File: config.mk
export PLATFORM = sky130hd
export DESIGN_NAME = mult_unit
export DESIGN_NICKNAME = d
export VERILOG_FILES = /design/src/rtl/mult_pkg.sv /design/src/rtl/mult_abs.sv /design/src/rtl/mult_unit.sv
export SDC_FILE = /design/constraint.sdc
export NUM_CORES = 1
export LEC_CHECK = 0
export BUFFER_PORTS_ARGS = -buffer_cell sky130_fd_sc_hd__buf_2
export CAP_MARGIN = 20
export CORE_MARGIN = 3
export CORE_UTILIZATION = 29
export DETAILED_ROUTE_END_ITERATION = 6
export GPL_TIMING_DRIVEN = 0
export PLACE_DENSITY = 0.46
export SYNTH_ARGS = -nofsm -noshare
export SYNTH_HDL_FRONTEND = slang
export SYNTH_SLANG_ARGS = --single-unit
File: constraint.sdc
create_clock -name CLK -period 7.3 [get_ports CLK]
set_clock_uncertainty 0.1 [all_clocks]
set_input_delay 0.73 -clock CLK [delete_from_list [all_inputs] [get_ports CLK]]
set_output_delay 0.73 -clock CLK [all_outputs]
set_load 0.005 [all_outputs]
File: src/rtl/mult_pkg.sv
// mult_pkg: shared definitions for the HI/LO multiply unit.
//   state_e        FSM state encoding (IDLE=00, RUN=01, DONE=10)
//   DEFAULT_WIDTH  default operand width
//   cnt_width()    width of the partial-product counter, clog2(w)+1
//   CNT_W          counter width for the default operand width
package mult_pkg;

  typedef enum logic [1:0] {
    ST_IDLE = 2'b00,
    ST_RUN  = 2'b01,
    ST_DONE = 2'b10
  } state_e;

  localparam int DEFAULT_WIDTH = 32;

  function automatic int cnt_width(input int w);
    return $clog2(w) + 1;
  endfunction

  localparam int CNT_W = cnt_width(DEFAULT_WIDTH);

endpackage

File: src/rtl/mult_abs.sv
// mult_abs: conditional two's-complement negate.
//   value_i  in   width  value to pass through or negate
//   neg_i    in   1      1 = output is -value_i
//   value_o  out  width  result
// Used for operand magnitudes at START and for the final product sign fix.
module mult_abs #(
  parameter int width = 32
) (
  input  logic [width-1:0] value_i,
  input  logic             neg_i,
  output logic [width-1:0] value_o
);

  assign value_o = neg_i ? (~value_i + width'(1'b1)) : value_i;

endmodule

File: src/rtl/mult_unit.sv
// mult_unit: multicycle radix-2 shift-add multiplier with HI/LO registers.
//   CLK    in   1      rising-edge clock
//   RST_N  in   1      asynchronous active-low reset
//   START  in   1      request a multiply (accepted in IDLE or DONE)
//   SGN    in   1      signed multiply (only with MULT_SIGNED_EN)
//   A, B   in   width  multiplicand / multiplier
//   WE_HI  in   1      MTHI write strobe (ignored while BUSY)
//   WE_LO  in   1      MTLO write strobe (ignored while BUSY)
//   WD     in   width  MTHI/MTLO write data
//   BUSY   out  1      multiply in progress (state RUN)
//   DONE   out  1      one-cycle pulse, HI/LO hold the new product
//   HI/LO  out  width  upper / lower product halves
// Build option: define MULT_SIGNED_EN to enable signed multiplies via SGN.
// Without it SGN is ignored and every multiply is unsigned.
module mult_unit
  import mult_pkg::*;
#(
  parameter int width = DEFAULT_WIDTH
) (
  input  logic             CLK,
  input  logic             RST_N,
  input  logic             START,
  input  logic             SGN,
  input  logic [width-1:0] A,
  input  logic [width-1:0] B,
  input  logic             WE_HI,
  input  logic             WE_LO,
  input  logic [width-1:0] WD,
  output logic             BUSY,
  output logic             DONE,
  output logic [width-1:0] HI,
  output logic [width-1:0] LO
);

  localparam int CW = cnt_width(width);
  localparam logic [CW-1:0] LAST = CW'(width - 1);

  state_e             state_q, state_d;
  logic [CW-1:0]      cnt_q, cnt_d;
  logic [2*width-1:0] acc_q, acc_d;
  logic [2*width-1:0] mcand_q, mcand_d;   // multiplicand, shifted left each step
  logic [width-1:0]   mplier_q, mplier_d; // multiplier, shifted right each step
  logic               neg_q, neg_d;       // product needs negating at the end
  logic [width-1:0]   hi_q, hi_d;
  logic [width-1:0]   lo_q, lo_d;

  logic [width-1:0]   a_mag, b_mag;
  logic               start_neg;
  logic [2*width-1:0] acc_sum;
  logic [2*width-1:0] product;

  // Accumulator after this RUN edge; on the last edge it is the full magnitude.
  assign acc_sum = acc_q + (mplier_q[0] ? mcand_q : '0);

`ifdef MULT_SIGNED_EN
  // Signed mode works on magnitudes and fixes the sign on the final load,
  // so the latency is identical to the unsigned case.
  assign start_neg = SGN & (A[width-1] ^ B[width-1]);

  mult_abs #(.width(width)) u_abs_a (
    .value_i (A),
    .neg_i   (SGN & A[width-1]),
    .value_o (a_mag)
  );

  mult_abs #(.width(width)) u_abs_b (
    .value_i (B),
    .neg_i   (SGN & B[width-1]),
    .value_o (b_mag)
  );

  mult_abs #(.width(2*width)) u_abs_p (
    .value_i (acc_sum),
    .neg_i   (neg_q),
    .value_o (product)
  );
`else
  logic unused_ok;

  assign start_neg = 1'b0;
  assign a_mag     = A;
  assign b_mag     = B;
  assign product   = acc_sum;
  assign unused_ok = ^{SGN, neg_q};
`endif

  always_comb begin
    // NOTE: every variable gets a default first so no path leaves it unassigned,
    // which would otherwise infer a latch.
    state_d  = state_q;
    cnt_d    = cnt_q;
    acc_d    = acc_q;
    mcand_d  = mcand_q;
    mplier_d = mplier_q;
    neg_d    = neg_q;
    hi_d     = hi_q;
    lo_d     = lo_q;

    unique case (state_q)
      ST_IDLE, ST_DONE: begin
        // NOTE: blocking assignments here; the later MT writes intentionally
        // override the defaults within the same evaluation.
        if (START) begin
          state_d  = ST_RUN;
          cnt_d    = '0;
          acc_d    = '0;
          mcand_d  = {{width{1'b0}}, a_mag};
          mplier_d = b_mag;
          neg_d    = start_neg;
        end else begin
          state_d = ST_IDLE;
        end
        // In DONE these override the half loaded on the previous edge.
        if (WE_HI) hi_d = WD;
        if (WE_LO) lo_d = WD;
      end
      ST_RUN: begin
        acc_d    = acc_sum;
        mcand_d  = mcand_q << 1;
        mplier_d = mplier_q >> 1;
        cnt_d    = cnt_q + CW'(1);
        if (cnt_q == LAST) begin
          state_d      = ST_DONE;
          {hi_d, lo_d} = product;
        end
      end
      default: state_d = ST_IDLE;
    endcase
  end

  // NOTE: sequential state uses non-blocking assignments so all flops update
  // together from values sampled before the edge.
  always_ff @(posedge CLK or negedge RST_N) begin
    if (!RST_N) begin
      state_q  <= ST_IDLE;
      cnt_q    <= '0;
      acc_q    <= '0;
      mcand_q  <= '0;
      mplier_q <= '0;
      neg_q    <= 1'b0;
      hi_q     <= '0;
      lo_q     <= '0;
    end else begin
      state_q  <= state_d;
      cnt_q    <= cnt_d;
      acc_q    <= acc_d;
      mcand_q  <= mcand_d;
      mplier_q <= mplier_d;
      neg_q    <= neg_d;
      hi_q     <= hi_d;
      lo_q     <= lo_d;
    end
  end

  assign BUSY = (state_q == ST_RUN);
  assign DONE = (state_q == ST_DONE);
  assign HI   = hi_q;
  assign LO   = lo_q;

endmodule

==> results.py, run 1 <==
metrics = {
    "logic_synthesis": {
        "async_flop_share_pct": 100,
        "yosysTopAreaCell": "dfrtp_1",
        "seq_area_frac_synth_pct": 42.3,
        "netlist_top_cells_area": "dfrtp_1 42%, nand2_1 9.5%, ha_1 5.8%",
        "synth_edf_count": 0,
        "yosys.cell_count.top_type": "nand2_1",
        "synthFlopType": "dfrtp_1",
        "netlist_top_cells_count": "348 x nand2_1, 232 x dfrtp_1, 107 x nor2_1",
        "synth_top_family_by_area": "compound AO/OA/AOI/OAI gates",
        "synth.mux.area_fraction_pct": 0.520,
        "synth-simple-area-share_pct": 21.1,
        "synth_xor_area_share_pct": 3.00,
        "synth_nets": 1752,
        "synth_top_area_share_pct": 42.3,
        "syn_area_per_cell_sq_um": 8.66,
        "netlist_area_sq_um": 13700,
        "synth_adder_area_share_pct": 5.98,
        "synthCells": 1585,
        "synth-seq-cells": 232,
        "yosysUniqueCellTypes": 75,
        "synth-compound-area-share_pct": 23.6,
        "yosysWarnings": 0,
    },
    "setup_path": {
        "critical-path-slowest-cell": "a2111oi_2",
        "path_class": "register to register",
        "slowest_delay_ns": 0.72,
        "cp_max_fo": 10,
        "end_kind": "register",
        "critPathTopFamily": "compound AO/OA/AOI/OAI gates",
        "cp_num_buf_inv": 2,
        "crit_arrival_ns": 5.41,
        "start_kind": "register",
        "cp.required_ns": 7.62,
        "path_cells": "clkbuf_1, clkbuf_1, nand2_1, fa_1, nor2b_1, o211a_1, o211ai_1, a2111oi_2, nor2_1, o21ai_0, mux2i_1, a21oi_1, o21ai_0",
    },
    "routing": {
        "drtPass1Iterations": 6,
        "via_per_inst": 5.31,
        "finalWirelength_microns": 53700,
        "drc": 0,
        "dr.first_iter.drc_count": 899,
        "via_count": 12800,
        "wl_per_cell_microns": 22.2,
        "drtAntennaViolNets": 0,
    },
    "layout": {
        "area_growth_pct": 19.6,
        "drive_above_1_share_pct": 14.2,
        "finalNetCount": 1952,
        "antennaDiodeCount": 0,
    },
    "grt": {
        "grt_max_degree": 114,
        "grt_pass1_wl_microns": 79800,
        "grt_pass1_vias": 12700,
        "grt_overflow": 0,
        "groute.usage.overall_pct": 21.0,
        "antenna_found_initial": 0,
    },
    "floorplanning": {
        "coreArea_sq_um": 46700,
        "die_y_microns": 224,
        "ios": 168,
        "die-width_microns": 224,
        "dieArea_sq_um": 50000,
        "rows": 79,
        "start_util_pct": 29.4,
    },
    "pwr": {
        "fin_total_pwr_mw": 7.13,
        "power_leakage_nw": 7.70,
        "ir_worst_vdd_mv": 0.198,
        "p_per_area_nw_per_um2": 434,
    },
    "clock_network": {
        "clock_latency_ns": 0.58,
        "postCtsHoldBufs": 1,
        "cts.sinks": 232,
        "cts_tree": "built",
        "cts-root-buf": "clkbuf_16",
        "htree_levels": 1,
        "post_cts_buffers": 0,
        "ctsResizeCount": 0,
        "clockBufferDepth": 3,
        "clkTransAtPathRegs_ns": 0.06,
        "cts_buffers": 29,
    },
    "placement": {
        "gp_congestion": 0.943,
        "port_buffers": 166,
        "dp_hpwl_microns": 41900,
    },
    "run_status": {
        "outcome": "complete, no violations",
    },
    "sta": {
        "layout_min_cycle_time_ns": 5.09,
        "slew_headroom_pct": 28.1,
        "hold_viol_final": 0,
        "rsz0062_at_grt": "false",
        "setup_viol": 0,
        "fin_crit_sh_pct": 69.7,
        "clock.fmax_mhz": 197,
        "maxSlewViolCount": 0,
        "tightest_slew_ns": 1.08,
        "holdWs_ns": 0.267,
        "finalSetupTns_ns": 0,
    },
    "hold_path": {
        "hold_path.class": "primary input to register",
    },
    "job": {
        "maxCapViolations": 0,
    },
}
-- metrics by stage --
step	setup WS (ns)	util, %	std cells	area (sq um)
after floorplan	4.03	-	1585	13700
after global placement	0.871	32.8	2358	15300
after detailed placement	2.22	33.0	2360	15400
after CTS	2.20	35.2	2414	16400
after global routing	1.89	35.2	2414	16400
final	2.21	35.2	2414	16400
-- metal layers --
metal / share of wire [%] / global-route usage, %
met5: 0 / 0
met2: 45 / 32.8
met3: 5.2 / 2.69
met4: 2.6 / 5.90
met1: 47 / 30.8
-- registers in the layout, summed over array words and instances (netlist names) --
name,count
state_q,2
cnt_q,6
mplier_q,32
acc_q,64
mcand_q,64
LO,32
HI,32
-- cell type report --
class / instances / area (sq um)
buffer: 101 / 400
clock inverter: 16 / 214
sequential: 232 / 5810
fill: 5008 / 30200
inverter: 23 / 86.3
timing repair buffer: 169 / 906
tap: 607 / 759
multi-input combinational: 1229 / 7430
clock buffer: 37 / 816
-- cell usage in the layout, fill, tap and decap left out, types with 21 or more instances in the layout --
cell type / count
a21o_1: 49
a21oi_1: 98
a22o_1: 39
a22oi_1: 63
a31oi_1: 51
and2_1: 66
buf_2: 179
clkbuf_1: 77
clkbuf_16: 29
dfrtp_1: 232
ha_1: 64
inv_1: 21
nand2_1: 348
nand3_1: 24
nand4_1: 32
nor2_1: 107
o21ai_0: 59
xnor2_1: 27
-- tightest hold or removal path, cell delays in order --
cell     delay (ns)
buf_2          0.07
a22oi_1        0.05
nand2_1        0.05
-- worst paths after layout --
path	from	depth (start not counted)	end	slack [ns]
min	B[6]	3	mplier_q[6]	0.27
max in group asynchronous	RST_N	3	mcand_q[12]	5.77
max	mplier_q[0]	13	HI[8]	2.21
min reg2reg	mplier_q[11]	2	mplier_q[11]	0.37
max reg2reg	mplier_q[0]	13	HI[8]	2.21
min in group asynchronous	RST_N	2	acc_q[55]	0.45
-- cells by family after synthesis --
kind of cell	count (synthesis)
xor+xnor	47
fa+ha+maj	65
compound gates	469
simple gates	641
flops	232
buf+inv	124
mux	7
-- where the power goes --
group | leakage, nW | switching, mW | internal (mW)
clock | 0.510 | 0.599 | 0.961
sequential | 2.83 | 0.377 | 1.82
combinational | 4.37 | 2.16 | 1.22
Power figures use the tool's default switching activity.
==> run 2, diff against run 1 <==
==> constraint.sdc (replaced) <==
create_clock -name CLK -period 5.1 [get_ports CLK]
set_clock_uncertainty 0.1 [all_clocks]
set_input_delay 0.51 -clock CLK [delete_from_list [all_inputs] [get_ports CLK]]
set_output_delay 0.51 -clock CLK [all_outputs]
set_load 0.005 [all_outputs]
==> results.py, run 2 (same netlist as run 1, synthesis figures left out) <==
metrics = {
    "run_status": {
        "outcome": "complete, no violations",
    },
    "floorplanning": {
        "die_y_microns": 224,
        "dieArea_sq_um": 50000,
        "ios": 168,
        "rows": 79,
        "die-width_microns": 224,
        "start_util_pct": 29.4,
        "coreArea_sq_um": 46700,
    },
    "sta": {
        "clock.fmax_mhz": 211,
        "fin_crit_sh_pct": 93.1,
        "maxSlewViolCount": 0,
        "tightest_slew_ns": 1.09,
        "layout_min_cycle_time_ns": 4.75,
        "setup_slack_ns": 0.353,
        "slew_headroom_pct": 27.1,
        "rsz0062_at_grt": "false",
        "hold_viol_final": 0,
        "setup_viol": 0,
        "finalSetupTns_ns": 0,
    },
    "setup_path": {
        "start_kind": "register",
        "cp_max_fo": 11,
        "cp.required_ns": 5.42,
        "crit_arrival_ns": 5.06,
        "regToRegSetupSlack_ns": 0.35,
        "r2r-start": "mplier_q[0]",
        "r2r-end": "HI[8]",
        "reg2reg_depth": 12,
        "end_kind": "register",
        "path_class": "register to register",
    },
    "pwr": {
        "power_leakage_nw": 7.70,
        "ir_worst_vdd_mv": 0.287,
        "p_per_area_nw_per_um2": 620,
    },
    "job": {
        "maxCapViolations": 0,
    },
    "grt": {
        "grt_pass1_wl_microns": 79800,
        "antenna_found_initial": 0,
        "grt_overflow": 0,
        "grt_pass1_vias": 12700,
        "groute.usage.overall_pct": 21.0,
        "grt_max_degree": 114,
    },
    "hold_path": {
        "min-delay-start": "B[26]",
        "holdPathEnd": "mplier_q[26]",
        "hold_path_depth": 3,
        "hold_path.class": "primary input to register",
    },
    "placement": {
        "dpl_cell_area_sq_um": 15400,
        "dp_hpwl_microns": 41900,
        "dp_slack_ns": 0.0219,
        "port_buffers": 166,
        "dp_cells": 2360,
        "gp_congestion": 0.943,
    },
    "clock_network": {
        "clock_latency_ns": 0.58,
        "cts_buffers": 29,
        "clockBufferDepth": 3,
        "cts.sinks": 232,
        "post_cts_buffers": 0,
        "cts-root-buf": "clkbuf_16",
        "htree_levels": 1,
        "cts_tree": "built",
        "clkTransAtPathRegs_ns": 0.06,
    },
    "routing": {
        "topRoutingLayerUsed": "met4",
        "finalWirelength_microns": 53700,
        "wl_met1_microns": 25500,
        "met3WireLength_microns": 2750,
        "drtAntennaViolNets": 0,
        "dr.first_iter.drc_count": 963,
        "via_count": 12800,
        "drc": 0,
        "dr_wl_met2_microns": 24000,
        "via_per_inst": 5.32,
        "drtPass1Iterations": 5,
        "wl_per_cell_microns": 22.2,
    },
    "layout": {
        "top_regs": "acc_q (64), mcand_q (64)",
        "utilization_pct": 35.2,
        "drive_above_1_share_pct": 14.2,
        "final_cell_count_no_fill": 2413,
        "final_cell_mix": "348 x nand2_1, 232 x dfrtp_1, 179 x buf_2",
        "nFillCells": 5007,
        "antennaDiodeCount": 0,
        "area_growth_pct": 19.7,
        "finalNetCount": 1951,
        "layout_commonest_cell": "nand2_1",
        "finalInstanceArea_sq_um": 16400,
    },
}
run 2: cell type report:
| class | count | area (sq um) | area share [%] |
|---|---|---|---|
| clock inverters | 16 | 214 | 1.30 |
| well taps | 607 | 759 | 4.62 |
| multi-input cells | 1229 | 7450 | 45.3 |
| repair buffers | 169 | 906 | 5.51 |
| flip-flops and latches | 232 | 5810 | 35.3 |
| plain buffers | 100 | 397 | 2.41 |
| clock buffers | 37 | 816 | 4.97 |
| inverters | 23 | 86.3 | 0.525 |
run 2: worst max-delay path by stage:
stage | startpoint | to | slack (ns) | depth (start not counted)
final | mplier_q[0] | HI[8] | 0.35 | 12
after CTS | mplier_q[0] | HI[8] | 0.001 | 13
after global routing | mplier_q[0] | HI[8] | 0.08 | 12
after detailed placement | mplier_q[0] | HI[8] | 0.02 | 13
after floorplan | mplier_q[0] | acc_q[50] | 1.83 | 13
after global placement | RST_N | acc_q[12] | -1.11 | 1
run 2: worst max-delay path: stages (launching register included):
cell       delay, ns
dfrtp_1         0.76
clkbuf_1        0.49
nand2_1         0.18
fa_1            0.44
nor2b_1         0.23
o211a_1         0.26
o211ai_1        0.27
a2111oi_4       0.59
nor2_1          0.12
o21ai_0         0.51
mux2i_1         0.21
a21oi_1         0.29
o21ai_0         0.13
run 2: power by group:
group          switching (mW)  internal (mW)
registers               0.556           2.60
logic                    3.06           1.74
clock network           0.852           1.38
total                    4.47           5.72
run 2: stage by stage:
step,total power [mW],hold slack [ns]
final,10.2,0.0501
after global routing,11.0,0.0426
after CTS,10.3,0.0220
after detailed placement,7.97,0.229
after global placement,7.90,0.360
after floorplan,6.19,0.114
run 2: routing by layer:
layer | GRT usage, % | up-vias
met5 | 0 | -
met4 | 5.90 | 0
met3 | 2.69 | 68
met2 | 32.8 | 343
met1 | 30.8 | 6366
li1 | - | 6053
run 2: repair_timing:
action	CTS	global route
setup endpoints to repair	0	9
gates resized for setup	0	1
endpoints found under the hold margin	34	0
hold buffers	1	0
